==> src/rtl/uart_rx.sv <==
// 8N1 serial receiver with a flag-style holding buffer (READY/OVERRUN/FERR) polled and cleared by CLR.
// Byte reported on the stop-sample edge, 2+HALF+9*CLKS_PER_BIT cycles after the start edge; no backpressure, newest byte overwrites.
module uart_rx #(
  parameter int CLKS_PER_BIT = 10400
) (
  input  logic       CLK,
  input  logic       RESET,
  input  logic       RX,
  input  logic       CLR,
  output logic [7:0] DATA,
  output logic       READY,
  output logic       OVERRUN,
  output logic       FERR,
  output logic       BUSY
);

  // CLKS_PER_BIT must be at least 4 so that HALF-1 is a valid, nonzero count.
  localparam int HALF = CLKS_PER_BIT / 2;
  localparam int CW   = $clog2(CLKS_PER_BIT);

  localparam logic [CW-1:0] CNT_HALF = CW'(HALF - 1);
  localparam logic [CW-1:0] CNT_LAST = CW'(CLKS_PER_BIT - 1);
  localparam logic [CW-1:0] CNT_ONE  = CW'(1);

  typedef enum logic [2:0] {
    S_IDLE,
    S_START,
    S_DATA,
    S_STOP,
    S_BREAK
  } state_t;

  state_t        state_q, state_d;
  logic [CW-1:0] cnt_q, cnt_d;
  logic [2:0]    bitn_q, bitn_d;
  logic [7:0]    shreg_q, shreg_d;
  logic [7:0]    data_q, data_d;
  logic          ready_q, ready_d;
  logic          ovr_q, ovr_d;
  logic          ferr_q, ferr_d;
  logic          busy_q;
  logic [1:0]    sync_q;
  logic          rx_s;

  assign rx_s = sync_q[1];

  always_ff @(posedge CLK) begin
    if (RESET) begin
      sync_q  <= 2'b11;
      state_q <= S_IDLE;
      cnt_q   <= '0;
      bitn_q  <= '0;
      shreg_q <= '0;
      data_q  <= '0;
      ready_q <= 1'b0;
      ovr_q   <= 1'b0;
      ferr_q  <= 1'b0;
      busy_q  <= 1'b0;
    end else begin
      sync_q  <= {sync_q[0], RX};
      state_q <= state_d;
      cnt_q   <= cnt_d;
      bitn_q  <= bitn_d;
      shreg_q <= shreg_d;
      data_q  <= data_d;
      ready_q <= ready_d;
      ovr_q   <= ovr_d;
      ferr_q  <= ferr_d;
      // Registered so BUSY rises one cycle after START is entered.
      busy_q  <= (state_q != S_IDLE);
    end
  end

  always_comb begin
    state_d = state_q;
    cnt_d   = cnt_q;
    bitn_d  = bitn_q;
    shreg_d = shreg_q;
    data_d  = data_q;
    ready_d = ready_q;
    ovr_d   = ovr_q;
    ferr_d  = ferr_q;

    // CLR is applied first so a completing frame on the same edge overrides it.
    if (CLR) begin
      ready_d = 1'b0;
      ovr_d   = 1'b0;
      ferr_d  = 1'b0;
    end

    unique case (state_q)
      S_IDLE: begin
        cnt_d  = '0;
        bitn_d = '0;
        if (!rx_s) begin
          state_d = S_START;
        end
      end

      S_START: begin
        if (cnt_q == CNT_HALF) begin
          cnt_d   = '0;
          bitn_d  = '0;
          state_d = rx_s ? S_IDLE : S_DATA;
        end else begin
          cnt_d = cnt_q + CNT_ONE;
        end
      end

      S_DATA: begin
        if (cnt_q == CNT_LAST) begin
          cnt_d   = '0;
          shreg_d = {rx_s, shreg_q[7:1]};
          if (bitn_q == 3'd7) begin
            state_d = S_STOP;
          end else begin
            bitn_d = bitn_q + 3'd1;
          end
        end else begin
          cnt_d = cnt_q + CNT_ONE;
        end
      end

      S_STOP: begin
        if (cnt_q == CNT_LAST) begin
          cnt_d = '0;
          if (rx_s) begin
            data_d  = shreg_q;
            ready_d = 1'b1;
            // A simultaneous CLR means the previous byte was consumed.
            ovr_d   = ovr_d | (ready_q & ~CLR);
            state_d = S_IDLE;
          end else begin
            ferr_d  = 1'b1;
            state_d = S_BREAK;
          end
        end else begin
          cnt_d = cnt_q + CNT_ONE;
        end
      end

      S_BREAK: begin
        cnt_d  = '0;
        bitn_d = '0;
        if (rx_s) begin
          state_d = S_IDLE;
        end
      end

      default: begin
        state_d = S_IDLE;
        cnt_d   = '0;
        bitn_d  = '0;
      end
    endcase
  end

  assign DATA    = data_q;
  assign READY   = ready_q;
  assign OVERRUN = ovr_q;
  assign FERR    = ferr_q;
  assign BUSY    = busy_q;

endmodule
==> config.mk <==
export PLATFORM = sky130hd
export DESIGN_NAME = uart_rx
export DESIGN_NICKNAME = d
export VERILOG_FILES = /design/src/rtl/uart_rx.sv
export SDC_FILE = /design/constraint.sdc
export NUM_CORES = 1
export LEC_CHECK = 0
export ABC_AREA = 1
export BUFFER_PORTS_ARGS = -buffer_cell sky130_fd_sc_hd__buf_2
export CAP_MARGIN = 40
export CELL_PAD_IN_SITES_DETAIL_PLACEMENT = 0
export CELL_PAD_IN_SITES_GLOBAL_PLACEMENT = 2
export CORE_MARGIN = 2
export CORE_UTILIZATION = 30
export CTS_BUF_LIST = sky130_fd_sc_hd__clkbuf_8 sky130_fd_sc_hd__clkbuf_16
export CTS_CLUSTER_SIZE = 24
export DETAILED_ROUTE_END_ITERATION = 16
export GPL_TIMING_DRIVEN = 0
export PLACE_DENSITY_LB_ADDON = 0.1
export SLEW_MARGIN = 20
export SYNTH_ARGS = -nofsm -noshare
export SYNTH_HDL_FRONTEND = slang
export SYNTH_SLANG_ARGS = --single-unit
==> constraint.sdc <==
create_clock -name CLK -period 2.5 [get_ports CLK]
set_input_delay 0.125 -clock CLK [delete_from_list [all_inputs] [get_ports CLK]]
set_output_delay 0.125 -clock CLK [all_outputs]
set_load 0.03 [all_outputs]
; Word-level counts from Yosys, hierarchy flattened
; Index checks and enable logic that the tools add are counted.
[totals]
latchBits = 0
reg_bits = 42
mem_bits_rw = 0
n_memories = 0
inputBits = 4
word_cells = 65
rom_bits = 0
[op_classes]
addsub = 2
muxes = 28
n_bitwise = 4
n_reduce_logical = 7
n_mul = 0
shift = 0
n_lt_le_gt_ge = 0
div = 0
n_eq_ne = 14
[ops]
columns = op, count
row1 = $mux W3, 10
row2 = $mux W14, 2
row3 = $pmux W14 S2, 1
row4 = $pmux W3 S5, 1
row5 = $add A14 B1 Y14 const B, 1
row6 = $eq A14 B13 Y1 const B, 1
row7 = $eq A14 B14 Y1 const B, 1
row8 = $ne A2 B2 Y1 const B, 7
row9 = $mux W1, 12
row10 = $pmux W3 S3, 1
row11 = $eq A3 B2 Y1 const B, 2
row12 = $eq A3 B3 Y1 const B, 2
row13 = $reduce_and A6 Y1, 1
row14 = $reduce_and A4 Y1, 1
row15 = $add A3 B1 Y3 const B, 1
row16 = $eq A3 B1 Y1 const B, 1
row17 = $logic_not A3 Y1, 1
row18 = $reduce_and A3 Y1, 1
row19 = $reduce_bool A3 Y1, 1
row20 = $mux W2, 1
row21 = $not A1 Y1, 2
row22 = $reduce_and A2 Y1, 1
row23 = $reduce_or A2 Y1, 1
row24 = $and A1 B1 Y1, 1
row25 = $or A1 B1 Y1, 1

; Depth between registers and ports, before layout
; Gate-level depths: netlist of the first run.
[logic_depth]
word_depth = 6
depth_mapped = 10

; Worst setup path after synthesis of the first run
; Ideal clock, no wire load.
[synth_path]
kind = reg-to-reg
from = register cnt_q[0]
to = register data_q[0], in the netlist DATA[0]
n_path_buf = 0
path_stages_with_launch = 9
period_less_slack_ps = 1491
setup_slack_ps = 1009
setup_time_ps = 116
required_ps = 2384
arrival_ps = 1375
path_cell_list = dfxtp_1 -> ha_1 -> nand3_2 -> nor2_4 -> nand2_2 -> nor3_4 -> inv_4 -> nor2_1 -> nor2_1
[synth_via]
elab_chain_len = 2
[synth_lines]
columns = element, line
row1 = start: declaration, 34  ; logic [CW-1:0] cnt_q, cnt_d;
row2 = start signal: assignment, 62  ; cnt_q <= cnt_d;
row3 = $eq A14 B14 Y1, 125  ; if (cnt_q == CNT_LAST) begin
row4 = $reduce_and A3 Y1 (no source line), n/a
row5 = end signal: assignment, 65  ; data_q <= data_d;
row6 = end: declaration, 37  ; logic [7:0] data_q, data_d;
; No other way between the ends.
; A chain may end at the register's enable or synchronous reset.

; Worst setup path after layout of the first run
[layout_path]
from = register cnt_q[0]
to = register data_q[7], in the netlist DATA[7]
; Same word-level chain as after synthesis.

==> results of run 1 <==
[through the flow]
stage	worst slack (ps)	power, uW	utilization, %	hold WS (ps)
after floorplan	1010	1140	-	194
after global placement	570	1250	34.0	311
after detailed placement	611	1230	34.0	313
after CTS	599	1720	35.6	2.03
after global routing	487	1840	35.8	109
final	661	1680	35.8	109
[cell families (layout without fill, tap and decap cells)]
group / Yosys count / count (layout) / synth area share (%)
AO/OA/AOI/OAI: 25 / 25 / 7.08
XOR/XNOR: 7 / 7 / 3.30
adder cells (fa/ha/maj): 3 / 3 / 2.02
buffers and inverters: 34 / 58 / 7.22
flip-flops: 42 / 42 / 45.3
AND/OR/NAND/NOR: 147 / 147 / 35.1
[worst max-delay path, delay by kind of cell (launching register included)]
family                     cells  cell delay [ps]
and+or+nand+nor                6             1000
adders and majority gates      1              220
DFF                            1              380
buffers and inverters          1              120
[synthesized netlist by cell type, drive strengths merged]
cell type / n
o21ai: 20
ha: 3
nor2: 71
inv: 31
nand3: 11
clkbuf: 2
dfxtp: 42
a21boi: 1
nand2: 45
buf: 1
xnor2: 2
or2: 2
a21oi: 4
nor3: 9
nor3b: 2
xor2: 5
nand4: 7
[flip-flops by register name (all words and copies together), names as in the netlist]
name	flops
cnt_q	14
DATA	8
shreg_q	8
bitn_q	3
state_q	3
sync_q	2
BUSY	1
FERR	1
OVERRUN	1
READY	1
[report_power, final]
| group | switching [uW] | internal, uW | total [uW] |
|---|---|---|---|
| logic | 298 | 152 | 450 |
| clock network | 246 | 222 | 469 |
| registers | 41.6 | 721 | 763 |
| total | 586 | 1100 | 1680 |
[metal layers]
metal | vias up | wire, um | GRT usage (%) | share of wire [%]
met4 | 0 | 55 | 4.92 | 1.4
met2 | 16 | 1940 | 23.3 | 48
met3 | 5 | 114 | 3.70 | 2.8
li1 | 855 | - | - | -
met5 | - | 0 | 0 | 0
met1 | 662 | 1900 | 16.7 | 47
[final cells by class]
type                            count  area (um^2)
Multi-Input combinational cell    182          881
Timing Repair Buffer               16         85.1
Fill cell                         663         3830
Clock inverter                      2         12.5
Inverter                           31          119
Buffer                              3         15.0
Sequential cell                    42          841
Clock buffer                        6         82.6
Tap cell                           75         93.8
[worst max path at each step]
stage	start	endpoint	slack [ps]
after floorplan	cnt_q[0]	DATA[0]	1010
after global placement	cnt_q[0]	DATA[0]	570
after detailed placement	cnt_q[0]	DATA[0]	610
after CTS	cnt_q[0]	DATA[2]	600
after global routing	cnt_q[0]	cnt_q[9]	490
final	cnt_q[0]	DATA[7]	660
==> flow_metrics.py, run 1 <==
metrics = {
    "drt": {
        "firstDrtPassIters": 4,
        "ant_nets": 0,
        "drtIter0Drc": 42,
        "vias": 1538,
        "vias_per_cell": 4.31,
        "routed_wl_um": 4010,
        "wire_per_inst_um": 11.2,
        "drc": 0,
    },
    "die": {
        "start_util_pct": 31.2,
        "die_y_um": 82.6,
        "num_rows": 28,
        "die_area_um2": 6830,
        "io_pins": 16,
        "die_w_um": 82.6,
        "coreArea_um2": 5960,
    },
    "sta": {
        "finalHoldViolCount": 0,
        "relSlewSlack_pct": 69.6,
        "min_period_ps": 1840,
        "period_share_pct": 73.6,
        "tightest_slew_ps": 455,
        "clock_skew_ps": 7.42,
        "slew_violations": 0,
        "max_freq_ghz": 0.544,
        "grt_setup_unrepaired": "no",
        "finalSetupViolCount": 0,
        "tns_ps": 0,
    },
    "cts": {
        "cts_made_buffers": 5,
        "cts_tree": "built",
        "cts_setup_buffers": 0,
        "clock_latency_ps": 300,
        "cts_resized": 0,
        "path_clk_slew_ps": 90,
        "root_buffer": "clkbuf_8",
        "h-tree-depth": 2,
        "hold_buffers": 0,
        "clock_sinks": 42,
        "cts_buffer_depth": 2,
    },
    "setup_path": {
        "reg2reg_setup_slack_ps": 660,
        "crit_path_start_kind": "flip-flop",
        "worstReg2RegEnd": "DATA[7]",
        "reg2reg_from": "cnt_q[0]",
        "cp-end-kind": "flip-flop",
        "r2r_cells": 8,
        "critPathMaxFanout": 10,
        "crit_top_cell": "nor2_1",
        "critPathRequiredTime_ps": 2700,
        "worstPathArrival_ps": 2030,
        "crit_chain": "ha_1, nand3_2, nor2_4, nand2_2, nor3_4, inv_4, nor2_1, nor2_1",
        "cp_slowest_cell": "nor3_4",
        "path_class": "reg2reg",
        "slowest_delay_ps": 390,
    },
    "grt": {
        "grt_overflow_total": 0,
        "grt_pass1_vias": 1477,
        "track_usage_pct": 13.8,
        "grt_pass1_wl_um": 6980,
        "antenna_found_initial": 0,
        "grt_start_max_net_pins": 14,
    },
    "outcome": {
        "status": "finished clean",
    },
    "flow_run": {
        "cap_violations": 0,
    },
    "power_and_ir_drop": {
        "p_leak_uw": 0.000978,
        "cellPowerDensity_nw_per_um2": 790,
        "ir_drop_mv": 0.332,
    },
    "final_layout": {
        "mostFrequentLayoutCells": "nor2_1 (68), nand2_1 (43), dfxtp_1 (42)",
        "layout-drive-gt1-share_pct": 13.5,
        "design_area_um2": 2130,
        "diodes": 0,
        "fin_cells": 357,
        "nNetsFinal": 288,
        "area_delta_synth_final_pct": 14.8,
        "layout_commonest_cell": "nor2_1",
    },
    "synth": {
        "syn_avg_cell_area_um2": 7.19,
        "ys_types": 26,
        "synth_seq_cells": 42,
        "synth_nets": 265,
        "ys_warn_count": 0,
        "syn_inst": 258,
        "synth.top_cell.area_share_pct": 45.3,
        "synthTopCellsByArea": "dfxtp_1 (45%), nor2_1 (14%), nand2_1 (8.7%)",
        "yosys.area.top_type": "dfxtp_1",
        "ys_seq_area_share_pct": 45.3,
        "synth_area_um2": 1860,
    },
    "place": {
        "port_buffers": 15,
        "gp_congestion": 0.765,
        "place_area_um2": 2020,
        "dp_hpwl_um": 2890,
        "dp.cells": 348,
    },
    "min_path": {
        "hold_path_depth": 2,
        "hp-start": "RESET",
        "hold_end": "READY",
        "hp-class": "in2reg",
    },
}
(Power assumes the default switching activity.)
==> run 2, diff against run 1 <==
Settings changed: ABC_AREA 1 to 0.
Clock period 2.5 ns to 1.6 ns, I/O delays scaled along.
==> run 2 against run 1 <==
First-iteration DRC count increased by 140%. The run now ends with negative setup slack left. Highest routed layer unchanged. Design area increased by 16%. Flip-flop and latch count unchanged. Area after synthesis increased by 1.0%. Global-route usage increased by 0.90 points. Largest power group unchanged. Total power increased by 13%.
==> flow_metrics.py, run 2 <==
metrics = {
    "final_layout": {
        "largest_reg_flops": 14,
        "diodes": 0,
        "design_area_um2": 2480,
        "mostFrequentLayoutCells": "dfxtp_1 (40), nand3_1 (22), a21oi_1 (18)",
        "layout-drive-gt1-share_pct": 27.9,
        "fin_cells": 326,
        "area_delta_synth_final_pct": 32.2,
        "layout_commonest_cell": "dfxtp_1",
        "nNetsFinal": 257,
        "n_fill_cell": 600,
        "largest-register": "cnt_q",
    },
    "grt": {
        "grt_pass1_vias": 1629,
        "antenna_found_initial": 0,
        "grt_pass1_wl_um": 8190,
        "grt_start_max_net_pins": 14,
        "grt_overflow_total": 0,
        "track_usage_pct": 14.7,
    },
    "drt": {
        "firstDrtPassIters": 4,
        "drc": 0,
        "wire_per_inst_um": 15.5,
        "vias": 1740,
        "routed_wl_um": 5070,
        "vias_per_cell": 5.34,
        "ant_nets": 0,
        "drtIter0Drc": 102,
    },
    "synth": {
        "ys_warn_count": 0,
        "synthArstFlopShare_pct": 0,
        "ys_types": 41,
        "ys_seq_area_share_pct": 44.9,
        "synthFlopType": "dfxtp_1",
        "synth_area_um2": 1870,
        "synth_seq_cells": 42,
        "syn_inst": 213,
        "synth_nets": 220,
        "yosysMostFrequentCell": "dfxtp_1",
        "synthTopCellsByCount": "dfxtp_1 (42), nand3_1 (23), o21ai_0 (19)",
        "syn_avg_cell_area_um2": 8.80,
        "synth_edf_count": 0,
        "synthTopCellsByArea": "dfxtp_1 (45%), nand3_1 (6.1%), o21ai_0 (5.1%)",
        "yosys.area.top_type": "dfxtp_1",
        "synth.top_cell.area_share_pct": 44.9,
    },
    "setup_path": {
        "critPathMaxFanout": 4,
        "cp_slowest_cell": "or4_4",
        "critPathRequiredTime_ps": 1760,
        "path_delay_family": "simple AND/OR/NAND/NOR gates",
        "cp-end-kind": "flip-flop",
        "worstPathArrival_ps": 2280,
        "crit_chain": "or4b_4, or4_4, buf_4, o31ai_4, a311oi_1",
        "crit_path_start_kind": "flip-flop",
        "slowest_delay_ps": 580,
        "path_class": "reg2reg",
        "critPathBufInv": 1,
    },
    "sta": {
        "relSlewSlack_pct": 46.0,
        "grt_setup_unrepaired": "yes",
        "period_share_pct": 133,
        "min_period_ps": 2120,
        "max_freq_ghz": 0.472,
        "slew_violations": 0,
        "finalSetupViolCount": 39,
        "finalHoldViolCount": 0,
        "setup_ws_ps": -521,
        "tightest_slew_ps": 810,
        "clock_skew_ps": 5.98,
    },
    "die": {
        "io_pins": 16,
        "die_y_um": 83.0,
        "die_w_um": 83.0,
        "start_util_pct": 31.3,
        "die_area_um2": 6900,
        "coreArea_um2": 5990,
        "num_rows": 28,
    },
    "cts": {
        "path_clk_slew_ps": 80,
        "cts_tree": "built",
        "clock_latency_ps": 290,
        "clock_sinks": 42,
        "cts_made_buffers": 5,
        "h-tree-depth": 2,
        "cts_buffer_depth": 2,
        "root_buffer": "clkbuf_8",
    },
    "place": {
        "dp_hpwl_um": 3210,
        "port_buffers": 14,
        "dp.cells": 302,
        "place_area_um2": 2050,
        "gp_congestion": 0.758,
    },
    "power_and_ir_drop": {
        "ir_drop_mv": 0.331,
        "cellPowerDensity_nw_per_um2": 766,
        "power.total_uw": 1900,
        "p_sw_share_pct": 24.1,
        "p_switching_uw": 456,
        "p_comb_share_pct": 6.3,
        "power_frac_clock_pct": 38.0,
        "p_leak_uw": 0.000867,
        "internal_power_uw": 1440,
        "seqPwrFrac_pct": 55.6,
    },
    "outcome": {
        "status": "finished, violations left",
        "violations": "negative setup slack",
    },
    "min_path": {
        "hp-class": "in2reg",
    },
    "flow_run": {
        "cap_violations": 0,
    },
}
-- run 2: cell count changes after synthesis, moves of 9 or more --
cell and change:
a21oi_1 +14, nor2_1 -61, inv_1 -25, clkbuf_1 +9, nor3_1 +11, nand2_1 -38
nand3_1 +13
-- run 2: power groups by stage --
stage,Sequential [uW],Clock [uW],Combinational (uW)
2_1_floorplan,1080,0,61.0
3_3_place_gp,1080,0,86.4
3_5_place_dp,1080,0,87.4
4_1_cts,1060,748,113
5_1_grt,1060,789,131
6_report,1060,722,120
-- run 2: cell type report --
class	instances	area [um^2]	area share [%]
clock inverter	2	12.5	0.505
buffer	12	75.1	3.03
multi-input combinational	153	1090	43.9
inverter	3	11.3	0.454
clock buffer	6	82.6	3.33
tap	75	93.8	3.79
sequential	42	848	34.2
timing repair buffer	33	267	10.8
-- run 2: logic make-up after synthesis --
group                      Yosys count  synth area share, %
adders and majority gates            3                 2.00
xor gates and xnor gates            12                 5.61
AOI/OAI and AO/OA                   50                 16.3
and+or+nand+nor                     87                 26.5
DFF                                 42                 44.9
buffers and inverters               18                 4.21
muxes                                1                0.534
-- run 2: through the flow --
stage          setup TNS [ps]  hold WS, ps  utilization (%)  setup WS, ps
2_1_floorplan          -13830          159                -          -445
3_3_place_gp           -23800          270             34.1          -700
3_5_place_dp           -24290          274             34.1          -701
4_1_cts                -19190          257             39.0          -564
5_1_grt                -20030          301             41.4          -573
6_report               -18530          268             41.4          -521
-- run 2: repair_timing --
item | 4_1_cts | 5_1_grt
endpoints found under the setup margin | 39 | 39
setup buffers | 9 | 5
gates resized for setup | 40 | 22
endpoints found under the hold margin | 2 | 0
hold buffers | 2 | 0
pin swaps | 16 | 14
gates cloned | 2 | 1
-- run 2: final timing paths --
kind	start	cells after the start	end	slack, ps
setup / recovery	cnt_q[6]	5	bitn_q[0]	-520
hold / removal	RESET	2	bitn_q[2]	270
setup reg to reg	cnt_q[6]	5	bitn_q[0]	-520
hold reg to reg	sync_q[0]	1	sync_q[1]	420
-- run 2: layer usage --
metal,part of all wire [%],vias up,track usage (%)
met5,0,-,0
met4,1.5,0,4.62
met3,4.9,6,3.48
met2,46,39,22.9
met1,48,836,20.0
li1,-,859,-
==> run 3, diff against run 2 <==
Clock period 1.6 ns to 1.8 ns, I/O delays scaled along.
==> run 3 against run 2 <==
The run still ends with negative setup slack left. Sequential share of layout area is 0.66 points lower. Critical path depth unchanged. Global-route usage grew 0.33 points. Design area grew 1.7%. Flip-flop and latch count is the same. Worst setup slack gained 170 ps. Via count shrank 1.3%. Cell count down 0.92%. Critical path type unchanged. Critical endpoint is now cnt_q[11]. Largest cell class unchanged. Largest power group unchanged. Highest routed layer unchanged.
==> flow_metrics.py, run 3 (synthesis results as in run 2) <==
metrics = {
    "setup_path": {
        "crit_path_start_kind": "flip-flop",
        "critPathMaxFanout": 5,
        "cp-end-kind": "flip-flop",
        "worstPathArrival_ps": 2310,
        "critPathRequiredTime_ps": 1960,
        "path_class": "reg2reg",
    },
    "cts": {
        "clock_sinks": 42,
        "h-tree-depth": 2,
        "clock_latency_ps": 300,
        "cts_buffer_depth": 2,
        "cts_tree": "built",
        "path_clk_slew_ps": 80,
        "cts_made_buffers": 5,
        "root_buffer": "clkbuf_8",
    },
    "drt": {
        "vias": 1717,
        "firstDrtPassIters": 4,
        "drc": 0,
        "vias_per_cell": 5.32,
        "wire_per_inst_um": 15.3,
        "drtIter0Drc": 108,
        "routed_wl_um": 4930,
        "ant_nets": 0,
    },
    "power_and_ir_drop": {
        "internal_power_uw": 1250,
        "power_frac_clock_pct": 37.3,
        "ir_drop_mv": 0.254,
        "p_leak_uw": 0.000873,
        "cellPowerDensity_nw_per_um2": 663,
        "seqPwrFrac_pct": 56.2,
        "p_sw_share_pct": 25.3,
        "p_switching_uw": 423,
        "p_comb_share_pct": 6.4,
    },
    "final_layout": {
        "nNetsFinal": 254,
        "layout_commonest_cell": "dfxtp_1",
        "layout-drive-gt1-share_pct": 33.5,
        "diodes": 0,
        "largest_reg_flops": 14,
        "design_area_um2": 2520,
        "mostFrequentLayoutCells": "dfxtp_1 (40), nand3_1 (20), a21oi_1 (16)",
        "largest-register": "cnt_q",
        "area_delta_synth_final_pct": 34.4,
    },
    "outcome": {
        "violations": "negative setup slack",
        "status": "finished, violations left",
    },
    "die": {
        "die_w_um": 83.0,
        "start_util_pct": 31.3,
        "num_rows": 28,
        "die_y_um": 83.0,
        "die_area_um2": 6900,
        "io_pins": 16,
        "coreArea_um2": 5990,
    },
    "sta": {
        "tns_ps": -11270,
        "clock_skew_ps": 10.6,
        "grt_setup_unrepaired": "yes",
        "min_period_ps": 2150,
        "setup_ws_ps": -348,
        "slew_violations": 0,
        "finalHoldViolCount": 0,
        "max_freq_ghz": 0.465,
        "relSlewSlack_pct": 45.3,
        "finalSetupViolCount": 39,
        "period_share_pct": 119,
        "tightest_slew_ps": 821,
    },
    "grt": {
        "grt_pass1_vias": 1644,
        "track_usage_pct": 15.0,
        "grt_pass1_wl_um": 8300,
        "grt_start_max_net_pins": 15,
        "antenna_found_initial": 0,
        "grt_overflow_total": 0,
    },
    "place": {
        "dp_hpwl_um": 3180,
        "gp_congestion": 0.756,
        "pre_cts_ws_ps": -464,
        "port_buffers": 14,
        "place_area_um2": 2050,
    },
    "min_path": {
        "hp-class": "in2reg",
    },
    "flow_run": {
        "cap_violations": 0,
    },
}
## run 3: path summary, 6_finish.rpt
kind	from	end	slack [ps]	cells after the start
worst max-delay path	cnt_q[6]	cnt_q[11]	-350	5
worst min-delay path	RESET	state_q[1]	270	3
worst max register to register	cnt_q[6]	cnt_q[11]	-350	5
worst min register to register	sync_q[0]	sync_q[1]	420	1
## run 3: through the flow
stage | hold slack [ps] | std cells | utilization, % | total power (uW)
2_1_floorplan | 169 | 213 | - | 1020
3_3_place_gp | 280 | 302 | 34.1 | 1040
3_5_place_dp | 284 | 302 | 34.1 | 1040
4_1_cts | 262 | 322 | 40.0 | 1680
5_1_grt | 306 | 323 | 42.1 | 1740
6_report | 267 | 323 | 42.1 | 1670
## run 3: metal layers
metal  routed length (um)  up-vias  track usage [%]
met2                 2190       39             21.9
met3                  222        5             3.78
met5                    0        -                0
li1                     -      859                -
met4                   71        0             5.51
met1                 2450      814             21.2
## run 3: power groups by stage
stage,registers (uW),clock network (uW),logic [uW]
4_1_cts,939,640,102
6_report,939,623,108
2_1_floorplan,962,0,54.2
3_5_place_dp,962,0,78.5
3_3_place_gp,962,0,76.8
5_1_grt,941,678,117
## run 3: cell type report
type | instances | area, um^2
clock buffers | 5 | 68.8
plain buffers | 12 | 91.3
repair buffers | 30 | 243
flip-flops and latches | 42 | 846
multi-input cells | 153 | 1140
well taps | 75 | 93.8
clock inverters | 3 | 21.3
inverters | 3 | 11.3
fillers | 583 | 3470
## run 3: critical path: stages, from the launching register on
cell and delay (ps):
dfxtp_4 350, or4b_4 540, or4_4 590, a22oi_4 280, buf_6 200, nor3_2 50
## run 3: repair_timing
action,in CTS,in global routing
pin swaps,28,30
gates resized for setup,49,28
buffers inserted,9,2
hold endpoints to repair,2,0
setup endpoints to repair,39,39
hold buffers,2,0
cloned,2,1
